<file path="config.mk">
export PLATFORM = sky130hd
export DESIGN_NAME = game_ctrl
export DESIGN_NICKNAME = d
export VERILOG_FILES = /design/src/rtl/game_ctrl.sv
export SDC_FILE = /design/constraint.sdc
export NUM_CORES = 1
export LEC_CHECK = 0
export ABC_AREA = 1
export CELL_PAD_IN_SITES_DETAIL_PLACEMENT = 1
export CELL_PAD_IN_SITES_GLOBAL_PLACEMENT = 1
export CORE_UTILIZATION = 36
export DETAILED_ROUTE_END_ITERATION = 7
export PLACE_DENSITY_LB_ADDON = 0.1
export SYNTH_ARGS = -nofsm -noshare
export SYNTH_HDL_FRONTEND = slang
export SYNTH_SLANG_ARGS = --single-unit
</file>
<file path="constraint.sdc">
create_clock -name clk -period 1.6 [get_ports clk]
set_input_delay 0.48 -clock clk [delete_from_list [all_inputs] [get_ports clk]]
set_output_delay 0.48 -clock clk [all_outputs]
set_load 0.01 [all_outputs]
</file>
<file path="src/rtl/game_ctrl.sv">
// Per-frame game sequencer: turns frame_tick into the update strobe and runs the
// idle/playing/crashed/restart FSM that drives the character, speed ramp and score.
module game_ctrl #(
  parameter int FRAMES_PER_SEC    = 60,
  parameter int INIT_SPEED        = 6,
  parameter int MAX_SPEED         = 13,
  parameter int ACCEL_FRAMES      = 600,
  parameter int SCORE_FRAMES      = 6,
  parameter int MAX_SCORE         = 99999,
  parameter int CRASH_HOLD_FRAMES = 30
) (
  input  logic        clk,
  input  logic        rst,
  input  logic        frame_tick,
  input  logic        btn_jump,
  input  logic        collide,
  output logic        update,
  output logic [5:0]  timer,
  output logic [4:0]  speed,
  output logic        jump,
  output logic        crash,
  output logic        game_rst,
  output logic [16:0] score,
  output logic [1:0]  state
);

  typedef enum logic [1:0] {
    IDLE    = 2'd0,
    PLAYING = 2'd1,
    CRASHED = 2'd2,
    RESTART = 2'd3
  } state_t;

  localparam int ACC_W  = $clog2(ACCEL_FRAMES + 1);
  localparam int SCNT_W = $clog2(SCORE_FRAMES + 1);
  localparam int HOLD_W = $clog2(CRASH_HOLD_FRAMES + 1);

  localparam logic [ACC_W-1:0]  ACC_LAST   = ACC_W'(ACCEL_FRAMES - 1);
  localparam logic [SCNT_W-1:0] SCNT_LAST  = SCNT_W'(SCORE_FRAMES - 1);
  localparam logic [HOLD_W-1:0] HOLD_MAX   = HOLD_W'(CRASH_HOLD_FRAMES);
  localparam logic [5:0]        TIMER_LAST = 6'(FRAMES_PER_SEC - 1);
  localparam logic [4:0]        SPEED_INIT = 5'(INIT_SPEED);
  localparam logic [4:0]        SPEED_MAX  = 5'(MAX_SPEED);
  localparam logic [16:0]       SCORE_MAX  = 17'(MAX_SCORE);

  state_t             state_reg, state_next;
  logic [1:0]         sync_reg;
  logic               btn_prev_reg;
  logic               pending_reg, pending_next;
  logic               defer_reg, defer_next;
  logic               restart_done_reg, restart_done_next;
  logic [HOLD_W-1:0]  hold_reg, hold_next;
  logic [ACC_W-1:0]   accel_reg, accel_next;
  logic [SCNT_W-1:0]  scnt_reg, scnt_next;
  logic [4:0]         speed_reg, speed_next;
  logic [16:0]        score_reg, score_next;
  logic [5:0]         timer_reg, timer_next;
  logic               update_reg, update_next;
  logic               jump_reg, jump_next;
  logic               crash_reg, crash_next;
  logic               game_rst_reg, game_rst_next;

  logic btn_sync;
  logic btn_edge;
  logic tick_eff;

  assign btn_sync = sync_reg[1];
  assign btn_edge = btn_sync & ~btn_prev_reg;
  // Ticks seen during RESTART are held back and replayed once back in IDLE.
  assign tick_eff = (state_reg != RESTART) & (frame_tick | defer_reg);

  always_ff @(posedge clk) begin
    if (rst) begin
      state_reg        <= IDLE;
      sync_reg         <= 2'b00;
      btn_prev_reg     <= 1'b0;
      pending_reg      <= 1'b0;
      defer_reg        <= 1'b0;
      restart_done_reg <= 1'b0;
      hold_reg         <= '0;
      accel_reg        <= '0;
      scnt_reg         <= '0;
      speed_reg        <= SPEED_INIT;
      score_reg        <= '0;
      timer_reg        <= '0;
      update_reg       <= 1'b0;
      jump_reg         <= 1'b0;
      crash_reg        <= 1'b0;
      game_rst_reg     <= 1'b0;
    end else begin
      state_reg        <= state_next;
      sync_reg         <= {sync_reg[0], btn_jump};
      btn_prev_reg     <= btn_sync;
      pending_reg      <= pending_next;
      defer_reg        <= defer_next;
      restart_done_reg <= restart_done_next;
      hold_reg         <= hold_next;
      accel_reg        <= accel_next;
      scnt_reg         <= scnt_next;
      speed_reg        <= speed_next;
      score_reg        <= score_next;
      timer_reg        <= timer_next;
      update_reg       <= update_next;
      jump_reg         <= jump_next;
      crash_reg        <= crash_next;
      game_rst_reg     <= game_rst_next;
    end
  end

  always_comb begin
    state_next        = state_reg;
    pending_next      = pending_reg | btn_edge;
    defer_next        = defer_reg;
    restart_done_next = restart_done_reg;
    hold_next         = hold_reg;
    accel_next        = accel_reg;
    scnt_next         = scnt_reg;
    speed_next        = speed_reg;
    score_next        = score_reg;
    timer_next        = timer_reg;
    update_next       = tick_eff;
    jump_next         = 1'b0;
    crash_next        = 1'b0;
    game_rst_next     = 1'b0;

    if (tick_eff) begin
      timer_next = (timer_reg == TIMER_LAST) ? 6'd0 : timer_reg + 6'd1;
    end

    case (state_reg)
      IDLE: begin
        if (tick_eff) begin
          defer_next = 1'b0;
          if (pending_reg) begin
            jump_next    = 1'b1;
            pending_next = btn_edge;
            state_next   = PLAYING;
          end
        end
      end

      PLAYING: begin
        if (tick_eff) begin
          if (accel_reg == ACC_LAST) begin
            accel_next = '0;
            if (speed_reg < SPEED_MAX) speed_next = speed_reg + 5'd1;
          end else begin
            accel_next = accel_reg + 1'b1;
          end
          if (scnt_reg == SCNT_LAST) begin
            scnt_next = '0;
            if (score_reg < SCORE_MAX) score_next = score_reg + 17'd1;
          end else begin
            scnt_next = scnt_reg + 1'b1;
          end
          pending_next = btn_edge;
          if (collide) begin
            crash_next = 1'b1;
            hold_next  = '0;
            state_next = CRASHED;
          end else begin
            jump_next = pending_reg | btn_sync;
          end
        end
      end

      CRASHED: begin
        // Presses during the hold window are dropped so a panicked mash
        // right after the crash does not restart the game.
        if (hold_reg < HOLD_MAX) pending_next = 1'b0;
        if (tick_eff) begin
          crash_next = 1'b1;
          if ((hold_reg == HOLD_MAX) && pending_reg) begin
            state_next = RESTART;
          end else if (hold_reg < HOLD_MAX) begin
            hold_next = hold_reg + 1'b1;
          end
        end
      end

      RESTART: begin
        if (frame_tick) defer_next = 1'b1;
        if (!restart_done_reg) begin
          game_rst_next     = 1'b1;
          speed_next        = SPEED_INIT;
          score_next        = '0;
          timer_next        = '0;
          accel_next        = '0;
          scnt_next         = '0;
          restart_done_next = 1'b1;
        end else begin
          restart_done_next = 1'b0;
          state_next        = IDLE;
        end
      end

      default: state_next = IDLE;
    endcase
  end

  assign update   = update_reg;
  assign timer    = timer_reg;
  assign speed    = speed_reg;
  assign jump     = jump_reg;
  assign crash    = crash_reg;
  assign game_rst = game_rst_reg;
  assign score    = score_reg;
  assign state    = state_reg;

endmodule

</file>
After elaboration in Yosys (flattened, before gate mapping):

Cells that the tools add are included.

* memories kept: 0
* ROM bits: 0
* bits in latches: 0
* RAM bits: 0
* bits of input ports: 5
* word-level logic and storage cells: 121
* register bits after elaboration: 58
* output and inout port bits: 34

* multiply operators: 0
* equal/unequal tests: 23
* divide/modulo/power cells: 0
* order comparisons: 3
* shift-type cells: 0
* reduce and logical (&&, ||, !) cells: 12
* bitwise operators: 7
* muxes and demuxes: 54
* add/sub/neg operators: 6

Operators by type and width (number)
* $mux W17: 4
* $mux W5: 9
* $pmux W17 S2: 1
* $ne A2 B2 Y1 const B: 16
* $mux W10: 3
* $mux W6: 4
* $pmux W10 S2: 1
* $pmux W5 S2: 2
* $add A17 B1 Y17 const B: 1
* $lt A17 B17 Y1 const B: 1
* $mux W1: 14
* $mux W2: 7
* $add A10 B1 Y10 const B: 1
* $add A5 B1 Y5 const B: 2
* $eq A10 B10 Y1 const B: 1
* $reduce_and A5 Y1: 2
* $mux W3: 3
* $pmux W2 S4: 1
* $reduce_and A7 Y1: 1
* $add A6 B1 Y6 const B: 1
* $eq A6 B6 Y1 const B: 1
* $pmux W1 S2: 3
* $pmux W3 S2: 1
* $reduce_and A3 Y1: 2
* other kinds (16): 23

Logic depth before layout (Yosys ltp):

Gate-level depths: netlist (run 1).

* depth after elaboration: 6
* gate-level depth with buffers: 11
* gate-level depth less buffers: 10

Worst setup path before layout (run 1):

No wires, ideal clock.

* path type: reg2reg
* start point: register state_reg[1] (netlist: state[1])
* end point: register hold_reg[0]
* stages on the path, launching flop included: 12
* library setup time: 125 ps
* setup slack: -139 ps
* period minus slack after synthesis: 1739 ps
* path buffers: 1
* data required time: 1475 ps
* data arrival time: 1614 ps
* path through: dfxtp_1 -> inv_1 -> ha_1 -> buf_2 -> inv_1 -> nor2_1 -> a21oi_2 -> nand3_2 -> nand2_1 -> o21ai_1 -> inv_1 -> nor2_2

* cells in the longest elaborated chain, start to end: 4
* elaborated cells between the ends (all ways): 12
* those cells by class: 8 x eq/ne; 1 x mux; 1 x bitwise; 2 x reduce/logical

RTL lines
* from (decl): RTL line 46 `state_t state_reg, state_next;`
* from (signal assigned): RTL line 91 `state_reg <= state_next;`
* $ne A2 B2 Y1: RTL line 70 `assign tick_eff = (state_reg != RESTART) & (frame_tick | defer_reg);`
* $and A1 B1 Y1: RTL line 70
* $ne A2 B2 Y1 (no source line)
* $reduce_and A6 Y1 (no source line)
* to (signal assigned): RTL line 97 `hold_reg <= hold_next;`
* to (decl): RTL line 52 `logic [HOLD_W-1:0] hold_reg, hold_next;`

Several ways; a longest one is shown, not always the timed one.
A chain may end at the register's enable or synchronous reset.

Worst setup path in the final report (run 1):

* start point: register state_reg[0] (netlist: state[0])
* end point: register state_reg[1] (netlist: state[1])

* cells in the longest elaborated chain, start to end: 4
* elaborated cells between the ends (all ways): 15
* those cells by class: 11 x eq/ne; 1 x mux; 1 x bitwise; 2 x reduce/logical

RTL lines (RTL line)
* $ne A2 B2 Y1: 70
* $and A1 B1 Y1: 70
* $ne A2 B2 Y1 (no source line)
* $reduce_and A7 Y1 (no source line)

Several ways; a longest one is shown, not always the timed one.

==> results.md, run 1 <==
- Register share of total power: 42.0%
- Hold Path Origin: sync_reg[0]
- Fin. Hold Viols: 0
- Placed cell count: 673
- Critical Path Max Stage Delay: 0.40 ns
- CTS H-Tree Depth: 3
- Most frequent cells in the layout: 111 x nand2_1, 66 x buf_4, 57 x nor2_1
- DRT iter0 DRCs: 62
- RR Startpoint: state[0]
- Pwr per Cell Area: 834.1 nW/µm²
- Period minus WS final: 1.554 ns
- DRC viols: 1
- Clk pwr share: 38.1%
- Detail Route Antenna Nets: 0
- Slew margin rel.: 79.15%
- Worst path cell trace: inv_1, buf_4, ha_1, inv_2, o21ai_1, a21oi_1, nand3_2, o21ai_1, a21oi_1
- Worst IR Drop VDD: 0.5005 mV
- Max reg flops: 17
- Reg area: 1182 µm²
- Max-slew violation count: 0
- Final total power: 3.714 mW
- Cells after Synth: 472
- Tcrit/Tclk final: 97.12%
- Worst Max-Slew Pin Slew: 0.3127 ns
- Total wire length: 10030 µm
- Synth Register Bits: 58
- MaxCap Viol Count: 0
- Initial antenna violation count: 0
- RSZ-0062 raised after global routing: true
- Placed inst area: 4163 µm²
- Setup TNS Final: 0 ns
- Worst R2R Setup Slack: 0.05 ns
- Fill cell total of the finished layout: 1145
- Final setup vio count: 0
- Nets: 593
- Synth warn: 0
- Largest net degree at the start of global routing: 18
- Vias in the first global route: 3474
- Worst r2r dst: state[1]
- Reg2Reg Depth: 9
- Initial core utilization: 37.08%
- CTS tree: yes
- Via density: 5.035
- Layout Utilization: 51.31%
- Die area: 9321 µm²
- Crit path DAT: 1.78 ns
- P_leak: 1.949 nW
- First-pass GRT wire length: 16120 µm
- Buffers on Ports: 38
- Final WS setup: 0.04602 ns
- Setup Skew: 0.009148 ns
- Hold_buf cts: 0
- Post-route design area: 4453 µm²
- Vias: 3474
- CTS Buffer Depth: 2
- Register area share after synthesis: 36.08%
- Startpoint Class: register
- # diodes: 0
- GRT Util Overall: 22.78%
- Crit. End Element: register
- CTS root buffer: clkbuf_8
- Post-DR wirelength/cell: 14.53 µm
- Max FO, Critical Path: 4
- # clock sinks: 58
- Mapped Nets: 488
- Worst-path cell with the longest stage delay: dfxtp_4
- DR pass1 iterations: 6
- Multi-input gate area: 1907 µm²
- Area grow syn2layout: 38.37%
- Die H: 96.55 µm
- Mapped cell area: 3218 µm²
- Number of synthesized flops with an enable pin: 0
- Internal Power: 2.588 mW
- Total grt overflow: 0
- Achievable Freq: 0.6435 GHz
- Status: complete, but fails checks
- Clock Pin Slew Worst Setup and Hold Paths: 0.08 ns
- Comb pwr share: 20.0%
- CTS buffer count: 9
- Worst slack at placement: -0.4679 ns
- Sw frac: 30.33%
- Final std cells w/o fill: 690
- Yosys cell types: 38
- Die Wd: 96.55 µm
- Cell Rows: 34
- RePlAce Congestion: 0.8355
- Synth Flop Type: dfxtp_1
- Worst hold path class: reg2reg
- Core ar.: 8678 µm²
- Final HPWL DP: 7532 µm
- Clock latency on the worst-skew pair: 0.35 ns
- I/O Pins: 39
- Commonest non-fill, non-tap cell in the layout: nand2_1
- Hold Path Depth: 2
- Layout cell share with drive strength beyond 1: 24.57%
- Failing checks: DRC
- P_sw: 1.126 mW
- Hold-critical path endpoint: sync_reg[1]
- Worst path required time: 1.83 ns
- Syn_area_per_cell: 6.818 µm²
- Ys async rst share: 0%
- Crit path kind: reg2reg
- Final hold slack: 0.4107 ns
power by group through the flow:
stage	clock (mW)	sequential [mW]	combinational, mW
after detailed placement	0	1.58	0.703
after floorplan	0	1.59	0.351
after global placement	0	1.58	0.684
final	1.41	1.56	0.742
after global routing	1.53	1.57	0.805
after CTS	1.45	1.55	0.699
repair_timing:
action | in CTS | in global routing
resized for setup | 55 | 37
pin swaps | 1 | 5
setup endpoints to repair | 70 | 43
gates cloned | 0 | 0
setup buffers | 0 | 1
hold endpoints to repair | 0 | 0
Yosys cell counts (all sizes together) (5+ instances only):
master	number	area share (%)
ha	11	4.3
buf	5	1.4
clkbuf	6	0.70
nand2	118	14
nor3	15	2.3
inv	48	5.7
nand3	39	7.2
o21ai	17	2.9
dfxtp	58	36
xor2	6	1.6
nor2	71	9.3
a21oi	45	7.2
nand4	12	2.3
worst max path at each step:
stage               start            to  cells past startpoint  slack [ns]
2_1_floorplan    state[1]   hold_reg[0]                     11     -0.0004
3_3_place_gp   frame_tick      speed[2]                     10       -0.41
3_5_place_dp   frame_tick  accel_reg[6]                      9       -0.47
4_1_cts          state[0]      state[0]                      9      -0.001
5_1_grt          state[1]   hold_reg[0]                     10       -0.05
6_report         state[0]      state[1]                      9        0.05
critical path: cells and delay by family, from the launching register on:
kind / cells / cell delay, ns
buffers and inverters: 3 / 0.27
AND/OR/NAND/NOR: 1 / 0.14
flip-flops: 1 / 0.40
adder cells (fa/ha/maj): 1 / 0.20
AO/OA/AOI/OAI: 4 / 0.43
kinds of logic after synthesis:
kind of cell | synth area share [%]
AOI/OAI and AO/OA | 12.52
xor gates and xnor gates | 2.177
adders and majority gates | 4.277
buffers and inverters | 8.048
DFF | 36.08
and+or+nand+nor | 36.90
layer usage:
layer	vias up	global-route usage [%]	part of all wire, %
met4	0	7.353	1.2
li1	1752	-	-
met2	35	40.96	51
met1	1675	26.79	46
met3	12	4.773	2.2
met5	-	0	0
cell type report:
type | count | area share, %
Clock buffer | 10 | 3.091
Multi-Input combinational cell | 353 | 42.82
Sequential cell | 58 | 26.55
Inverter | 50 | 4.271
Timing Repair Buffer | 105 | 18.74
Clock inverter | 6 | 1.489
Tap cell | 108 | 3.035
Power figures use the tool's default switching activity.
==> inputs of run 2 (changes only) <==
CORE_UTILIZATION = 30   (was 36)
==> run 2 against run 1 <==
Against the previous run:
- the flow now finishes without violations
- design area is 3.1% higher
- hold slack worse by 0.0062 ns
- clock power hardly changed
- clock skew is 0.0011 ns lower
- via count is 0.14% lower
- sequential power hardly changed
- highest routed layer unchanged
- combinational power is 9.3% higher
- critical path type is now reg2out
- flip-flop and latch count stayed put
- die area is 20% higher
- clock-buffer cell count is 1 higher
- first-iteration DRC count is 6.5% lower
- register-to-register slack better by 0.04 ns
==> results.md, run 2 (synthesis results as in run 1) <==
- Status: finished clean
- Max-slew violation count: 0 (unchanged)
- Max reg flops: 17 (unchanged)
- Achievable Freq: 0.6411 GHz (-0.38%)
- Total grt overflow: 0 (unchanged)
- Startpoint Class: register
- Hold_buf cts: 0 (unchanged)
- Pwr per Cell Area: 816.5 nW/µm² (-2.1%)
- Crit path DAT: 1.08 ns (-0.70 ns)
- Die H: 105.6 µm (+9.3%)
- Via density: 4.785 (-5.0%)
- Placed cell count: 707 (+5.1%)
- Most frequent cells in the layout: 108 x nand2_1, 76 x buf_4, 54 x nor2_1
- Initial core utilization: 31.03% (-6.0 points)
- CTS H-Tree Depth: 3 (unchanged)
- Layout cell share with drive strength beyond 1: 27.16% (+2.6 points)
- Nets: 602 (+1.5%)
- Core ar.: 10370 µm² (+19%)
- # clock sinks: 58 (unchanged)
- Setup TNS Final: 0 ns (unchanged)
- Final setup vio count: 0 (unchanged)
- Worst path cell trace: buf_4, dlygate4sd2_1
- Instance count on the critical path: 2 (-7)
- Worst r2r dst: state[1]
- Tcrit/Tclk final: 97.49% (+0.37 points)
- Fin. Hold Viols: 0 (unchanged)
- RePlAce Congestion: 0.8098 (-3.1%)
- Clock latency on the worst-skew pair: 0.35 ns (about the same)
- Cell Rows: 37 (+8.8%)
- Crit path kind: reg2out
- Family with the most delay on the worst path: buffers and inverters
- Final std cells w/o fill: 725 (+5.1%)
- Post-DR wirelength/cell: 13.88 µm (-4.5%)
- CTS root buffer: clkbuf_8
- CTS Buffer Depth: 2 (unchanged)
- Worst path required time: 1.12 ns (-0.71 ns)
- Worst IR Drop VDD: 0.3920 mV (-22%)
- CP Launch Point: score[4]
- Largest net degree at the start of global routing: 14 (-4)
- Crit. End Element: output port
- Worst hold path class: reg2reg
- Initial antenna violation count: 0 (unchanged)
- GRT Util Overall: 19.10% (-3.7 points)
- P_leak: 2.008 nW (+3.0%)
- First-pass GRT wire length: 16650 µm (+3.3%)
- Crit path to: score[4]
- MaxCap Viol Count: 0 (unchanged)
- Layout Utilization: 44.26% (-7.1 points)
- Buffers on Ports: 38 (unchanged)
- Final total power: 3.747 mW (+0.89%)
- Final HPWL DP: 7593 µm (+0.81%)
- Detail Route Antenna Nets: 0 (unchanged)
- Vias: 3469 (-0.14%)
- CP Buf/Inv Count: 2 (-1)
- Period minus WS final: 1.560 ns (+0.005851 ns)
- Reg2Reg Depth: 9 (unchanged)
- RSZ-0062 raised after global routing: true
- Commonest non-fill, non-tap cell in the layout: nand2_1
- Worst-path cell with the longest stage delay: dfxtp_1
- Die Wd: 105.6 µm (+9.3%)
- Worst Max-Slew Pin Slew: 0.3264 ns (+0.01371 ns)
- DRT iter0 DRCs: 58 (-6.5%)
- Critical Path Max Stage Delay: 0.31 ns (-0.09 ns)
- RR Startpoint: state[0]
- Die area: 11150 µm² (+20%)
- Final hold slack: 0.4045 ns (-0.006212 ns)
- Setup Skew: 0.008005 ns (-0.001143 ns)
- Clock Pin Slew Worst Setup and Hold Paths: 0.07 ns (about the same)
- Max FO, Critical Path: 5 (+1)
- Worst R2R Setup Slack: 0.09 ns (+0.04 ns)
- Slew margin rel.: 78.24% (-0.91 points)
- Total wire length: 10060 µm (+0.38%)
- I/O Pins: 39 (unchanged)
- CTS buffer count: 9 (unchanged)
- Area grow syn2layout: 42.61%
- # diodes: 0 (unchanged)
- DR pass1 iterations: 4 (-2)
- Vias in the first global route: 3438 (-1.0%)
- CTS tree: yes
- DRC viols: 0 (-1)
## run 2: worst min path at each step
| stage | start | end | slack [ns] | cells after the start |
|---|---|---|---|---|
| floorplan | sync_reg[0] | sync_reg[1] | 0.39 | 2 |
| global placement | sync_reg[0] | sync_reg[1] | 0.39 | 2 |
| detailed placement | sync_reg[0] | sync_reg[1] | 0.40 | 2 |
| CTS | sync_reg[0] | sync_reg[1] | 0.41 | 2 |
| global route | sync_reg[0] | sync_reg[1] | 0.44 | 2 |
| finish | sync_reg[0] | sync_reg[1] | 0.40 | 2 |
## run 2: layout make-up
cell class	instances	area (µm²)
Fill cell	1328	5781
Multi-Input combinational cell	353	1953
Sequential cell	58	1184
Timing Repair Buffer	114	898.4
Inverter	50	192.7
Tap cell	136	170.2
Clock buffer	11	151.4
Clock inverter	3	40.04
## run 2: per-layer routing
metal  share of wire, %  wire (µm)  global-route usage, %  vias to the layer above
li1                   -          -                      -                     1769
met1                 48       4801                  24.07                     1651
met2                 49       4889                  32.33                       38
met3                2.3        236                  4.082                       11
met4                1.4        136                  6.250                        0
met5                  0          0                      0                        -
## run 2: what timing repair did
| item | CTS | global route |
|---|---|---|
| buffers inserted | 0 | 4 |
| gates cloned | 0 | 0 |
| pin swaps | 0 | 8 |
| resized for setup | 60 | 44 |
| setup endpoints to repair | 79 | 43 |
## run 2: worst min-delay path, stage by stage, from the launching register on
cell and delay (ns):
dfxtp_1 0.30, inv_1 0.04, nor2_1 0.03
## run 2: stage by stage
stage               setup WS [ns]  cell area (µm²)
CTS                      0.003965             4463
global route             -0.01686             4589
detailed placement        -0.5178             4243
floorplan              -0.0004486             3221
global placement          -0.4793             4243
finish                    0.04016             4589
## run 2: report_power, final
group / total [mW] / switching (mW) / internal (mW)
sequential: 1.55 / 0.0537 / 1.50
clock: 1.38 / 0.600 / 0.781
combinational: 0.811 / 0.446 / 0.365
total: 3.75 / 1.10 / 2.65
==> inputs of run 3 (changes only) <==
HOLD_SLACK_MARGIN = 0.1   (was unset)
MAX_ROUTING_LAYER = met4   (was unset)
==> run 3 against run 2 <==
Against the previous run:
- final cell count stayed put
- die area stayed put
- register-to-register slack hardly changed
- combinational power hardly changed
- flip-flop and latch count stayed put
- core utilization stayed put
- maximum frequency is 0.44% higher
- critical endpoint unchanged
==> results.md, run 3 (synthesis results as in run 1) <==
- # diodes: 0 (unchanged)
- Hold_buf cts: 0 (unchanged)
- DR pass1 iterations: 5 (+1)
- Register share of total power: 41.6% (about the same)
- Largest net degree at the start of global routing: 14 (unchanged)
- Pwr per Cell Area: 814.3 nW/µm² (-0.26%)
- Max-slew violation count: 0 (unchanged)
- P_sw: 1.090 mW (-0.91%)
- Cell Rows: 37 (unchanged)
- First-pass GRT wire length: 16640 µm (about the same)
- Reg2Reg Depth: 8 (-1)
- Layout Utilization: 44.26% (unchanged)
- Reg area: 1184 µm² (unchanged)
- Multi-input gate area: 1953 µm² (unchanged)
- Sw frac: 29.17% (-0.19 points)
- Startpoint Class: register
- Achievable Freq: 0.6439 GHz (+0.44%)
- GRT Util Overall: 19.64% (+0.54 points)
- Final setup vio count: 0 (unchanged)
- Hold Path Origin: sync_reg[0]
- Initial core utilization: 31.03% (unchanged)
- Crit. End Element: output port
- Setup Skew: 0.008123 ns (+0.0001185 ns)
- CTS root buffer: clkbuf_8
- Setup TNS Final: 0 ns (unchanged)
- Final std cells w/o fill: 725 (unchanged)
- Crit path DAT: 1.07 ns (about the same)
- Vias in the first global route: 3440 (+0.058%)
- Comb pwr share: 21.7% (about the same)
- CTS H-Tree Depth: 3 (unchanged)
- Post-route design area: 4589 µm² (unchanged)
- Slew margin rel.: 77.79% (-0.45 points)
- Crit path kind: reg2out
- Hold-critical path endpoint: sync_reg[1]
- Core ar.: 10370 µm² (unchanged)
- Placed inst area: 4243 µm² (unchanged)
- P_leak: 2.008 nW (unchanged)
- Die Wd: 105.6 µm (unchanged)
- Via density: 4.788 (about the same)
- CTS Buffer Depth: 2 (unchanged)
- RSZ-0062 raised after global routing: true
- Internal Power: 2.647 mW (about the same)
- RR Startpoint: state[0]
- Tcrit/Tclk final: 97.06% (-0.43 points)
- Die area: 11150 µm² (unchanged)
- Clock latency on the worst-skew pair: 0.34 ns (about the same)
- Area grow syn2layout: 42.61% (unchanged)
- MaxCap Viol Count: 0 (unchanged)
- Nets: 602 (unchanged)
- Max FO, Critical Path: 5 (unchanged)
- Clk pwr share: 36.8% (about the same)
- Commonest non-fill, non-tap cell in the layout: nand2_1
- Total wire length: 10050 µm (about the same)
- Post-DR wirelength/cell: 13.87 µm (about the same)
- Layout cell share with drive strength beyond 1: 27.16% (unchanged)
- Initial antenna violation count: 0 (unchanged)
- Worst path required time: 1.12 ns (about the same)
- Worst r2r dst: speed[1]
- Worst hold path class: reg2reg
- Fin. Hold Viols: 0 (unchanged)
- RePlAce Congestion: 0.8217 (+1.5%)
- Worst R2R Setup Slack: 0.09 ns (about the same)
- Final HPWL DP: 7593 µm (unchanged)
- DRT iter0 DRCs: 56 (-3.4%)
- Placed cell count: 707 (unchanged)
- I/O Pins: 39 (unchanged)
- Worst IR Drop VDD: 0.3917 mV (about the same)
- Most frequent cells in the layout: 108 x nand2_1, 76 x buf_4, 54 x nor2_1
- Detail Route Antenna Nets: 0 (unchanged)
- # clock sinks: 58 (unchanged)
- CTS tree: yes
- Final hold slack: 0.4045 ns (-0.000001000 ns)
- Die H: 105.6 µm (unchanged)
- Period minus WS final: 1.553 ns (-0.006837 ns)
- Worst Max-Slew Pin Slew: 0.3332 ns (+0.006813 ns)
- Hold Path Depth: 2 (unchanged)
- Clock Pin Slew Worst Setup and Hold Paths: 0.06 ns (about the same)
- DRC viols: 0 (unchanged)
- Total grt overflow: 0 (unchanged)
- CTS buffer count: 9 (unchanged)
- Max reg flops: 17 (unchanged)
- Buffers on Ports: 38 (unchanged)
- Status: finished clean
- Vias: 3471 (+0.058%)
- Fill cell total of the finished layout: 1328 (unchanged)
run 3: cell counts in the layout (fill, tap and decap cells not counted):
No cell type changed its count.
run 3: through the flow:
step | power, mW | setup slack [ns]
3_3_place_gp | 2.292 | -0.4793
3_5_place_dp | 2.309 | -0.5178
4_1_cts | 3.718 | 0.003965
5_1_grt | 3.950 | -0.01685
2_1_floorplan | 1.939 | -0.0004486
6_report | 3.737 | 0.04700
run 3: worst max-delay path by stage:
stage                               to       start  slack [ns]
final                         score[4]    score[4]        0.05
after global routing      accel_reg[3]    state[0]       -0.02
after CTS                 accel_reg[5]    state[0]       0.004
after detailed placement  accel_reg[5]  frame_tick       -0.52
after global placement    accel_reg[5]  frame_tick       -0.48
after floorplan            hold_reg[0]    state[1]     -0.0004
run 3: timing repair:
action	4_1_cts	5_1_grt
setup buffers	0	4
setup endpoints to repair	79	43
resized for setup	60	44
pin swaps	0	8
gates cloned	0	0
run 3: critical path: stages (launching register included):
cell,delay (ns)
dfxtp_1,0.31
buf_4,0.15
dlygate4sd2_1,0.28
run 3: layout make-up:
type	count	share of cell area, %
clock inverters	3	0.8724
flip-flops and latches	58	25.79
well taps	136	3.708
clock buffers	11	3.299
inverters	50	4.198
repair buffers	114	19.57
multi-input cells	353	42.56
run 3: power groups by stage:
stage	Clock [mW]	Combinational [mW]	Sequential (mW)
after floorplan	0	0.351	1.59
after global placement	0	0.713	1.58
after detailed placement	0	0.730	1.58
after CTS	1.43	0.736	1.55
after global routing	1.49	0.896	1.56
final	1.37	0.809	1.55
run 3: metal layers:
layer / up-vias / global-route usage (%) / part of all wire, %
li1: 1768 / - / -
met4: 0 / 6.548 / 0.83
met2: 42 / 32.47 / 49
met1: 1655 / 23.95 / 48
met5: - / - / 0
met3: 6 / 3.896 / 2.4
